## config.mk

```make
export PLATFORM = sky130hd
export DESIGN_NAME = tick_scheduler_flat
export DESIGN_NICKNAME = d
export VERILOG_FILES = /design/src/rtl/tick_scheduler_if.sv /design/src/rtl/tick_scheduler.sv /design/src/flat_wrapper.sv
export SDC_FILE = /design/constraint.sdc
export NUM_CORES = 1
export LEC_CHECK = 0
export CAP_MARGIN = 20
export CORE_MARGIN = 4
export CORE_UTILIZATION = 60
export DETAILED_ROUTE_END_ITERATION = 10
export PLACE_DENSITY = 0.78
export SYNTH_ARGS = -nofsm -noshare
export SYNTH_HDL_FRONTEND = slang
export SYNTH_SLANG_ARGS = --single-unit
```

## constraint.sdc

```tcl
create_clock -name clock -period 8.74 [get_ports clock]
set_input_delay 2.185 -clock clock [delete_from_list [all_inputs] [get_ports clock]]
set_output_delay 2.185 -clock clock [all_outputs]
set_load 0.005 [all_outputs]
```

## src/rtl/tick_scheduler_if.sv

```systemverilog
// Configuration port of tick_scheduler: one valid/ready write of period and enable to a channel.
interface tick_scheduler_if #(
    parameter int PERIOD_W = 16
);
    logic                cfg_valid;
    logic                cfg_ready;
    logic [2:0]          cfg_ch;
    logic [PERIOD_W-1:0] cfg_period;
    logic                cfg_enable;

    modport master (
        output cfg_valid,
        output cfg_ch,
        output cfg_period,
        output cfg_enable,
        input  cfg_ready
    );

    modport slave (
        input  cfg_valid,
        input  cfg_ch,
        input  cfg_period,
        input  cfg_enable,
        output cfg_ready
    );
endinterface

```

## src/rtl/tick_scheduler.sv

```systemverilog
// Shared timebase: one prescaler producing base_tick, NUM_CH programmable channel tick enables.
// Optional TICK_SCHED_SQUARE_EN adds a per-channel square output toggling on every channel tick.
module tick_scheduler #(
    parameter logic [31:0] PRESCALE = 32'd2500,
    parameter int          NUM_CH   = 4,
    parameter int          PERIOD_W = 16
) (
    input  logic              clock,
    input  logic              reset,
    input  logic              sync,
    tick_scheduler_if.slave   cfg,
    output logic              base_tick,
    output logic [NUM_CH-1:0] tick,
    output logic [NUM_CH-1:0] active
`ifdef TICK_SCHED_SQUARE_EN
    ,
    output logic [NUM_CH-1:0] square
`endif
);

    // state   | meaning
    // IDLE    | cfg_ready high, waiting for a config request
    // APPLY   | latched request written into the channel registers
    typedef enum logic {
        ST_IDLE  = 1'b0,
        ST_APPLY = 1'b1
    } state_t;

    localparam logic [31:0] PRE_LAST = PRESCALE - 32'd1;

    state_t              state_q, state_d;
    logic [2:0]          lat_ch_q, lat_ch_d;
    logic [PERIOD_W-1:0] lat_period_q, lat_period_d;
    logic                lat_enable_q, lat_enable_d;

    logic [31:0]         pre_cnt_q, pre_cnt_d;
    logic                base_tick_q, base_tick_d;
    logic [PERIOD_W-1:0] period_q [NUM_CH];
    logic [PERIOD_W-1:0] period_d [NUM_CH];
    logic [PERIOD_W-1:0] ch_cnt_q [NUM_CH];
    logic [PERIOD_W-1:0] ch_cnt_d [NUM_CH];
    logic [NUM_CH-1:0]   enable_q, enable_d;
    logic [NUM_CH-1:0]   active_q, active_d;
    logic [NUM_CH-1:0]   tick_q, tick_d;
`ifdef TICK_SCHED_SQUARE_EN
    logic [NUM_CH-1:0]   square_q, square_d;
`endif

    logic strobe;
    logic apply;

    always_comb begin
        state_d      = state_q;
        lat_ch_d     = lat_ch_q;
        lat_period_d = lat_period_q;
        lat_enable_d = lat_enable_q;
        case (state_q)
            ST_IDLE: begin
                if (cfg.cfg_valid) begin
                    lat_ch_d     = cfg.cfg_ch;
                    lat_period_d = cfg.cfg_period;
                    lat_enable_d = cfg.cfg_enable;
                    state_d      = ST_APPLY;
                end
            end
            ST_APPLY: state_d = ST_IDLE;
            default:  state_d = ST_IDLE;
        endcase
    end

    assign cfg.cfg_ready = (state_q == ST_IDLE);
    assign apply         = (state_q == ST_APPLY);

    // sync realigns the prescaler and swallows the strobe of its own edge
    assign strobe = (pre_cnt_q == PRE_LAST) && !sync;

    always_comb begin
        pre_cnt_d   = (sync || pre_cnt_q == PRE_LAST) ? 32'd0 : pre_cnt_q + 32'd1;
        base_tick_d = strobe;
        enable_d    = enable_q;
        active_d    = active_q;
        tick_d      = '0;
`ifdef TICK_SCHED_SQUARE_EN
        square_d    = square_q;
`endif
        for (int c = 0; c < NUM_CH; c++) begin
            period_d[c] = period_q[c];
            ch_cnt_d[c] = ch_cnt_q[c];
            if (strobe && active_q[c]) begin
                if (ch_cnt_q[c] == period_q[c] - PERIOD_W'(1)) begin
                    ch_cnt_d[c] = '0;
                    tick_d[c]   = 1'b1;
`ifdef TICK_SCHED_SQUARE_EN
                    square_d[c] = ~square_q[c];
`endif
                end else begin
                    ch_cnt_d[c] = ch_cnt_q[c] + PERIOD_W'(1);
                end
            end
            if (sync) begin
                ch_cnt_d[c] = '0;
`ifdef TICK_SCHED_SQUARE_EN
                square_d[c] = 1'b0;
`endif
            end
            // indices >= NUM_CH never match, so out-of-range writes fall through
            if (apply && lat_ch_q == 3'(c)) begin
                period_d[c] = lat_period_q;
                enable_d[c] = lat_enable_q;
                ch_cnt_d[c] = '0;
                active_d[c] = lat_enable_q && (lat_period_q != '0);
`ifdef TICK_SCHED_SQUARE_EN
                if (!(lat_enable_q && (lat_period_q != '0))) begin
                    square_d[c] = 1'b0;
                end
`endif
            end
        end
    end

    always_ff @(posedge clock) begin
        if (reset) begin
            state_q      <= ST_IDLE;
            lat_ch_q     <= '0;
            lat_period_q <= '0;
            lat_enable_q <= 1'b0;
            pre_cnt_q    <= '0;
            base_tick_q  <= 1'b0;
            period_q     <= '{default: '0};
            ch_cnt_q     <= '{default: '0};
            enable_q     <= '0;
            active_q     <= '0;
            tick_q       <= '0;
`ifdef TICK_SCHED_SQUARE_EN
            square_q     <= '0;
`endif
        end else begin
            state_q      <= state_d;
            lat_ch_q     <= lat_ch_d;
            lat_period_q <= lat_period_d;
            lat_enable_q <= lat_enable_d;
            pre_cnt_q    <= pre_cnt_d;
            base_tick_q  <= base_tick_d;
            period_q     <= period_d;
            ch_cnt_q     <= ch_cnt_d;
            enable_q     <= enable_d;
            active_q     <= active_d;
            tick_q       <= tick_d;
`ifdef TICK_SCHED_SQUARE_EN
            square_q     <= square_d;
`endif
        end
    end

    assign base_tick = base_tick_q;
    assign tick      = tick_q;
    assign active    = active_q;
`ifdef TICK_SCHED_SQUARE_EN
    assign square    = square_q;
`endif

endmodule

```

## src/flat_wrapper.sv

```systemverilog
// flat-port wrapper written by rule: the top's interface ports become plain ports
module tick_scheduler_flat 
#(
    parameter logic [31:0] PRESCALE = 32'd2500,
    parameter int          NUM_CH   = 4,
    parameter int          PERIOD_W = 16
)
  (clock, reset, sync, base_tick, tick, active, cfg_cfg_valid, cfg_cfg_ch, cfg_cfg_period, cfg_cfg_enable, cfg_cfg_ready);
  tick_scheduler_if #(.PERIOD_W(PERIOD_W)) cfg_i ();
  input  logic clock;
  input  logic reset;
  input  logic sync;
  output logic base_tick;
  output logic [NUM_CH-1:0] tick;
  output logic [NUM_CH-1:0] active;
  input wire logic [$bits(cfg_i.cfg_valid)-1:0] cfg_cfg_valid;
  input wire logic [$bits(cfg_i.cfg_ch)-1:0] cfg_cfg_ch;
  input wire logic [$bits(cfg_i.cfg_period)-1:0] cfg_cfg_period;
  input wire logic [$bits(cfg_i.cfg_enable)-1:0] cfg_cfg_enable;
  output wire logic [$bits(cfg_i.cfg_ready)-1:0] cfg_cfg_ready;
  assign cfg_i.cfg_valid = cfg_cfg_valid;
  assign cfg_i.cfg_ch = cfg_cfg_ch;
  assign cfg_i.cfg_period = cfg_cfg_period;
  assign cfg_i.cfg_enable = cfg_cfg_enable;
  assign cfg_cfg_ready = cfg_i.cfg_ready;
  tick_scheduler #(.PRESCALE(PRESCALE), .NUM_CH(NUM_CH), .PERIOD_W(PERIOD_W)) u_core (.clock(clock), .reset(reset), .sync(sync), .cfg(cfg_i), .base_tick(base_tick), .tick(tick), .active(active));
endmodule
```

**Yosys cells after proc, flatten, opt, wreduce, memory -nomap -nowiden**

Cells that the tools add are included.

- Register bits: 190
- Bits of input ports: 24
- Output and inout port bits: 10

- $add $sub $neg: 9
- Equality and inequality tests: 8
- Mux-type cells: 10
- Bitwise gates (word level): 5
- Reduce and logical (&&, ||, !) cells: 24

Operators by type and width:

| cell | count |
|---|---|
| $add A16 B1 Y16 const B | 4 |
| $eq A16 B16 Y1 | 4 |
| $mux W16 | 4 |
| $sub A16 B1 Y16 const B | 4 |
| $add A32 B1 Y32 const B | 1 |
| $eq A32 B12 Y1 const B | 1 |
| $reduce_bool A16 Y1 | 1 |
| $reduce_or A3 Y1 | 4 |
| $logic_and A1 B1 Y1 | 10 |
| $reduce_or A2 Y1 | 5 |
| $eq A3 B2 Y1 const B | 2 |
| $mux W1 | 5 |
| $not A1 Y1 | 5 |
| $eq A3 B1 Y1 const B | 1 |
| $logic_not A3 Y1 | 1 |
| $pmux W1 S2 | 1 |
| $reduce_and A2 Y1 | 1 |
| $logic_not A1 Y1 | 1 |
| $logic_or A1 B1 Y1 | 1 |

**Longest topological paths before layout**

- Depth after elaboration: 5
- Gate-level depth with buffers: 12
- Mapped depth without buffers: 9

**Worst setup path after synthesis**

Ideal clock, no wire load.

- Kind: input port to flip-flop
- Start point: in sync
- End point: reg u_core.ch_cnt_q[31] (netlist bit)
- Library setup time: 0.120 ns
- Arrival: 3.588 ns
- Required time: 8.620 ns
- Slack: 5.032 ns
- Cell stages on the path: 5
- Path buffers: 0
- Path through: nor4b_1 > nand4_1 > nor2_1 > xnor2_1 > nor2_1

- Cells in the longest elaborated chain, start to end: 3
- Elaborated cells between the ends (all ways): 4
- Those cells by class: reduce/logical (4)

Ends and longest elaborated chain:

| what | line | RTL |
|---|---|---|
| from (decl) | flat_wrapper.sv:12 | `input logic sync;` |
| $logic_not A1 Y1 | tick_scheduler.sv:75 | `assign strobe = (pre_cnt_q == PRE_LAST) && !sync;` |
| $logic_and A1 B1 Y1 | tick_scheduler.sv:75 |  |
| $logic_and A1 B1 Y1 | tick_scheduler.sv:89 | `if (strobe && active_q[c]) begin` |
| to (signal assigned) | tick_scheduler.sv:145 | `ch_cnt_q <= ch_cnt_d;` |
| to (decl) | tick_scheduler.sv:40 | `logic [PERIOD_W-1:0] ch_cnt_q [NUM_CH];` |

Parallel ways exist; a longest one is shown, timed or not.
A chain may end at the register's enable or synchronous reset.

**Worst setup path after layout**

- Start point: in sync
- End point: reg u_core.tick_q[0], in the netlist u_core.tick[0]

- Cells in the longest elaborated chain, start to end: 5

Ends and longest elaborated chain:

| what | line | RTL |
|---|---|---|
| $logic_not A1 Y1 | tick_scheduler.sv:75 |  |
| $logic_and A1 B1 Y1 | tick_scheduler.sv:75 |  |
| $logic_and A1 B1 Y1 | tick_scheduler.sv:89 |  |
| $not A1 Y1 (no line) | -- |  |
| $reduce_or A2 Y1 (no line) | -- |  |
| to (signal assigned) | tick_scheduler.sv:148 | `tick_q <= tick_d;` |
| to (decl) | tick_scheduler.sv:44 | `logic [NUM_CH-1:0] tick_q, tick_d;` |

Every way passes these cells.

==> metrics.txt <==
status complete, no violations; Max FO, Critical Path 18; synth warn 0; nets 1266; core area 15940 um^2; Setup crit end kind register; Clk Latency, worst-skew pair 0.43 ns; Synth Net Count 1273; die height 135.7 um; hold buffer count at cts 0; MaxCap Viol Count 0; CTS root buffer clkbuf_16; Fmax achieved 226.2 MHz; crit path kind in -> reg; first-pass GRT wire length 37000 um; setup bufs post-CTS 0; RSZ-0062 raised after global routing false; largest net degree at the start of global routing 96; Final Max Tran Viols 0; number of global-route vias before repair 7797; synthesized flop and latch total 190; Synth Instances 1240; number of enable flip-flop cells after synthesis 0; area of the mapped netlist 9784 um^2; syn avg cell area 7.891 um^2; final wirelength 21990 um; CTS Sinks 190; CTS buffer count 17; Critical Path Slowest Stage Cell nor4_4; DR iter-0 viols 524; Worst-path clk slew 0.07 ns; area delta synth->final 9.361%; Initial DRT Pass Iterations 7; Hold Crit Class reg -> reg; initial antenna violation count 0; Via Count 8397; VDD IR-drop max 0.1538 mV; diodes inserted 0; CP Launch Type input pin; Comb pwr share 4.5%; WP data arrival 4.79 ns; routed vias/inst 5.747; FF/Latch Area 3804 um^2; GR Overflow Total 0; wire per inst 15.05 um; Final min period 4.421 ns; Final Power 1.704 mW; largest cells by area after synthesis dfxtp_1, nand2_1, xor2_1; Fin. Hold Viols 0; initial core utilization 61.37%; fraction of registers with async set/reset 0%; DPL Wire Length 15360 um; Tcrit/Tclk final 50.58%; crit-path max cell delay 0.66 ns; dominant synthesized flop cell dfxtp_1; Slew headroom 32.68%; fillers 1374; sequential power share 52.2%; pre-CTS WS 3.905 ns; htree depth 4; register area share after synthesis 38.87%; commonest non-fill, non-tap cell in the layout nand2_1; multi-input logic area 5648 um^2; gpl congestion 0.8684; Total Routing Usage GR 24.54%; Core Rows 46; NetSw 400.2 uW; share of cells above drive strength 1 4.980%; Longest Clk Path Bufs 2; Buffers on Ports 33; Chip Width 135.7 um; switching part of the total 23.48%; Leakage Power 3.726 nW; worst-case clock skew 0.01176 ns; Antenna Nets Post-Route 0; I/O pins 34; Final setup viols 0; Data required, critical path 9.11 ns; setup_tns 0 ns; CTS tree yes; Power Density 159.3 nW/um^2; Clk network pwr share 43.3%; area share of the largest cell type after synthesis 38.87%; synth unique cells 62; die area 18410 um^2; post-route setup slack 4.319 ns; DRC Markers 0; post-synth top area cell dfxtp_1; Slew @ Worst Pin 1.007 ns; commonest non-fill, non-tap cells in the layout nand2_1, dfxtp_1, a21oi_1; cells along the critical path clkdlybuf4s50_1, nor3_2, buf_4, nand4_1, nor4_4, nor2b_1; P_int 1.304 mW; cts repair resizes 0
## cell type report
type / instances / share of cell area, %
sequential: 190 / 35.55
timing repair buffer: 38 / 3.391
clock inverter: 13 / 1.052
multi-input combinational: 969 / 52.78
clock buffer: 18 / 4.104
inverter: 17 / 0.5963
tap: 216 / 2.526
## kinds of logic after synthesis
group                    after synthesis  synth area share, %
flip-flops                           190                38.87
AND/OR/NAND/NOR                      622                30.72
buffers and inverters                 81                3.453
XOR/XNOR                             165                14.77
adder cells (fa/ha/maj)                9                1.151
AO/OA/AOI/OAI                        159                9.578
multiplexers                          14                1.458
## synth_stat cells (5+ instances only)
cell	count
nand2_1	263
dfxtp_1	190
a21oi_1	102
nor2_1	89
xor2_1	89
nor3_1	79
xnor2_1	76
clkbuf_1	52
nand3_1	40
nand4_1	27
and3_1	25
nor4_1	21
inv_1	17
o21ai_0	16
or3_1	14
mux2i_1	12
ha_1	9
and4_1	8
a31oi_1	7
nor4b_1	7
or2_2	7
or4b_2	6
or4_1	5
## power by group through the flow
stage          sequential (mW)  clock, mW  combinational (mW)
4_1_cts                  0.889      0.751              0.0777
6_report                 0.890      0.737              0.0773
2_1_floorplan            0.901          0              0.0564
3_3_place_gp             0.909          0              0.0765
3_5_place_dp             0.909          0              0.0769
5_1_grt                  0.890      0.791              0.0861
## metrics by stage
step	instances	instance area, um^2	hold WS, ns	util, %
after floorplan	1240	9784	0.4132	-
after global placement	1430	10150	0.4244	63.66
after detailed placement	1430	10150	0.4367	63.66
after CTS	1461	10700	0.4458	67.12
after global routing	1461	10700	0.4630	67.12
final	1461	10700	0.4402	67.12
## metal layers
| metal | up-vias | global-route usage [%] | routed length (um) |
|---|---|---|---|
| li1 | 4259 | - | - |
| met1 | 3923 | 31.33 | 9904 |
| met2 | 187 | 42.09 | 10670 |
| met3 | 28 | 5.201 | 1065 |
| met4 | 0 | 6.775 | 344 |
| met5 | - | 0 | 0 |
## critical path: cells and delay by family
family | cells | cell delay [ns]
buf+inv | 2 | 0.90
simple gates | 4 | 1.68
## state kept, by name, summed over array words and instances (netlist names)
signal and flops:
u_core.apply 1, u_core.ch_cnt_q 64, u_core.active 4, u_core.lat_ch_q 3, u_core.base_tick 1, u_core.tick 4
u_core.lat_enable_q 1, u_core.pre_cnt_q 32, u_core.period_q 64, u_core.lat_period_q 16
## worst paths after layout
path	slack (ns)	cells after the start	startpoint	endpoint
worst min-delay path	0.44	1	u_core.pre_cnt_q[0]$_SDFF_PP0_	u_core.pre_cnt_q[0]$_SDFF_PP0_
worst max-delay path	4.32	6	sync	u_core.tick[0]$_SDFF_PP0_
worst max register to register	5.29	9	u_core.period_q[32]$_SDFFE_PP0P_	u_core.tick[1]$_SDFF_PP0_
worst min register to register	0.44	1	u_core.pre_cnt_q[0]$_SDFF_PP0_	u_core.pre_cnt_q[0]$_SDFF_PP0_
No activity file was read; power rests on OpenSTA's default activity.
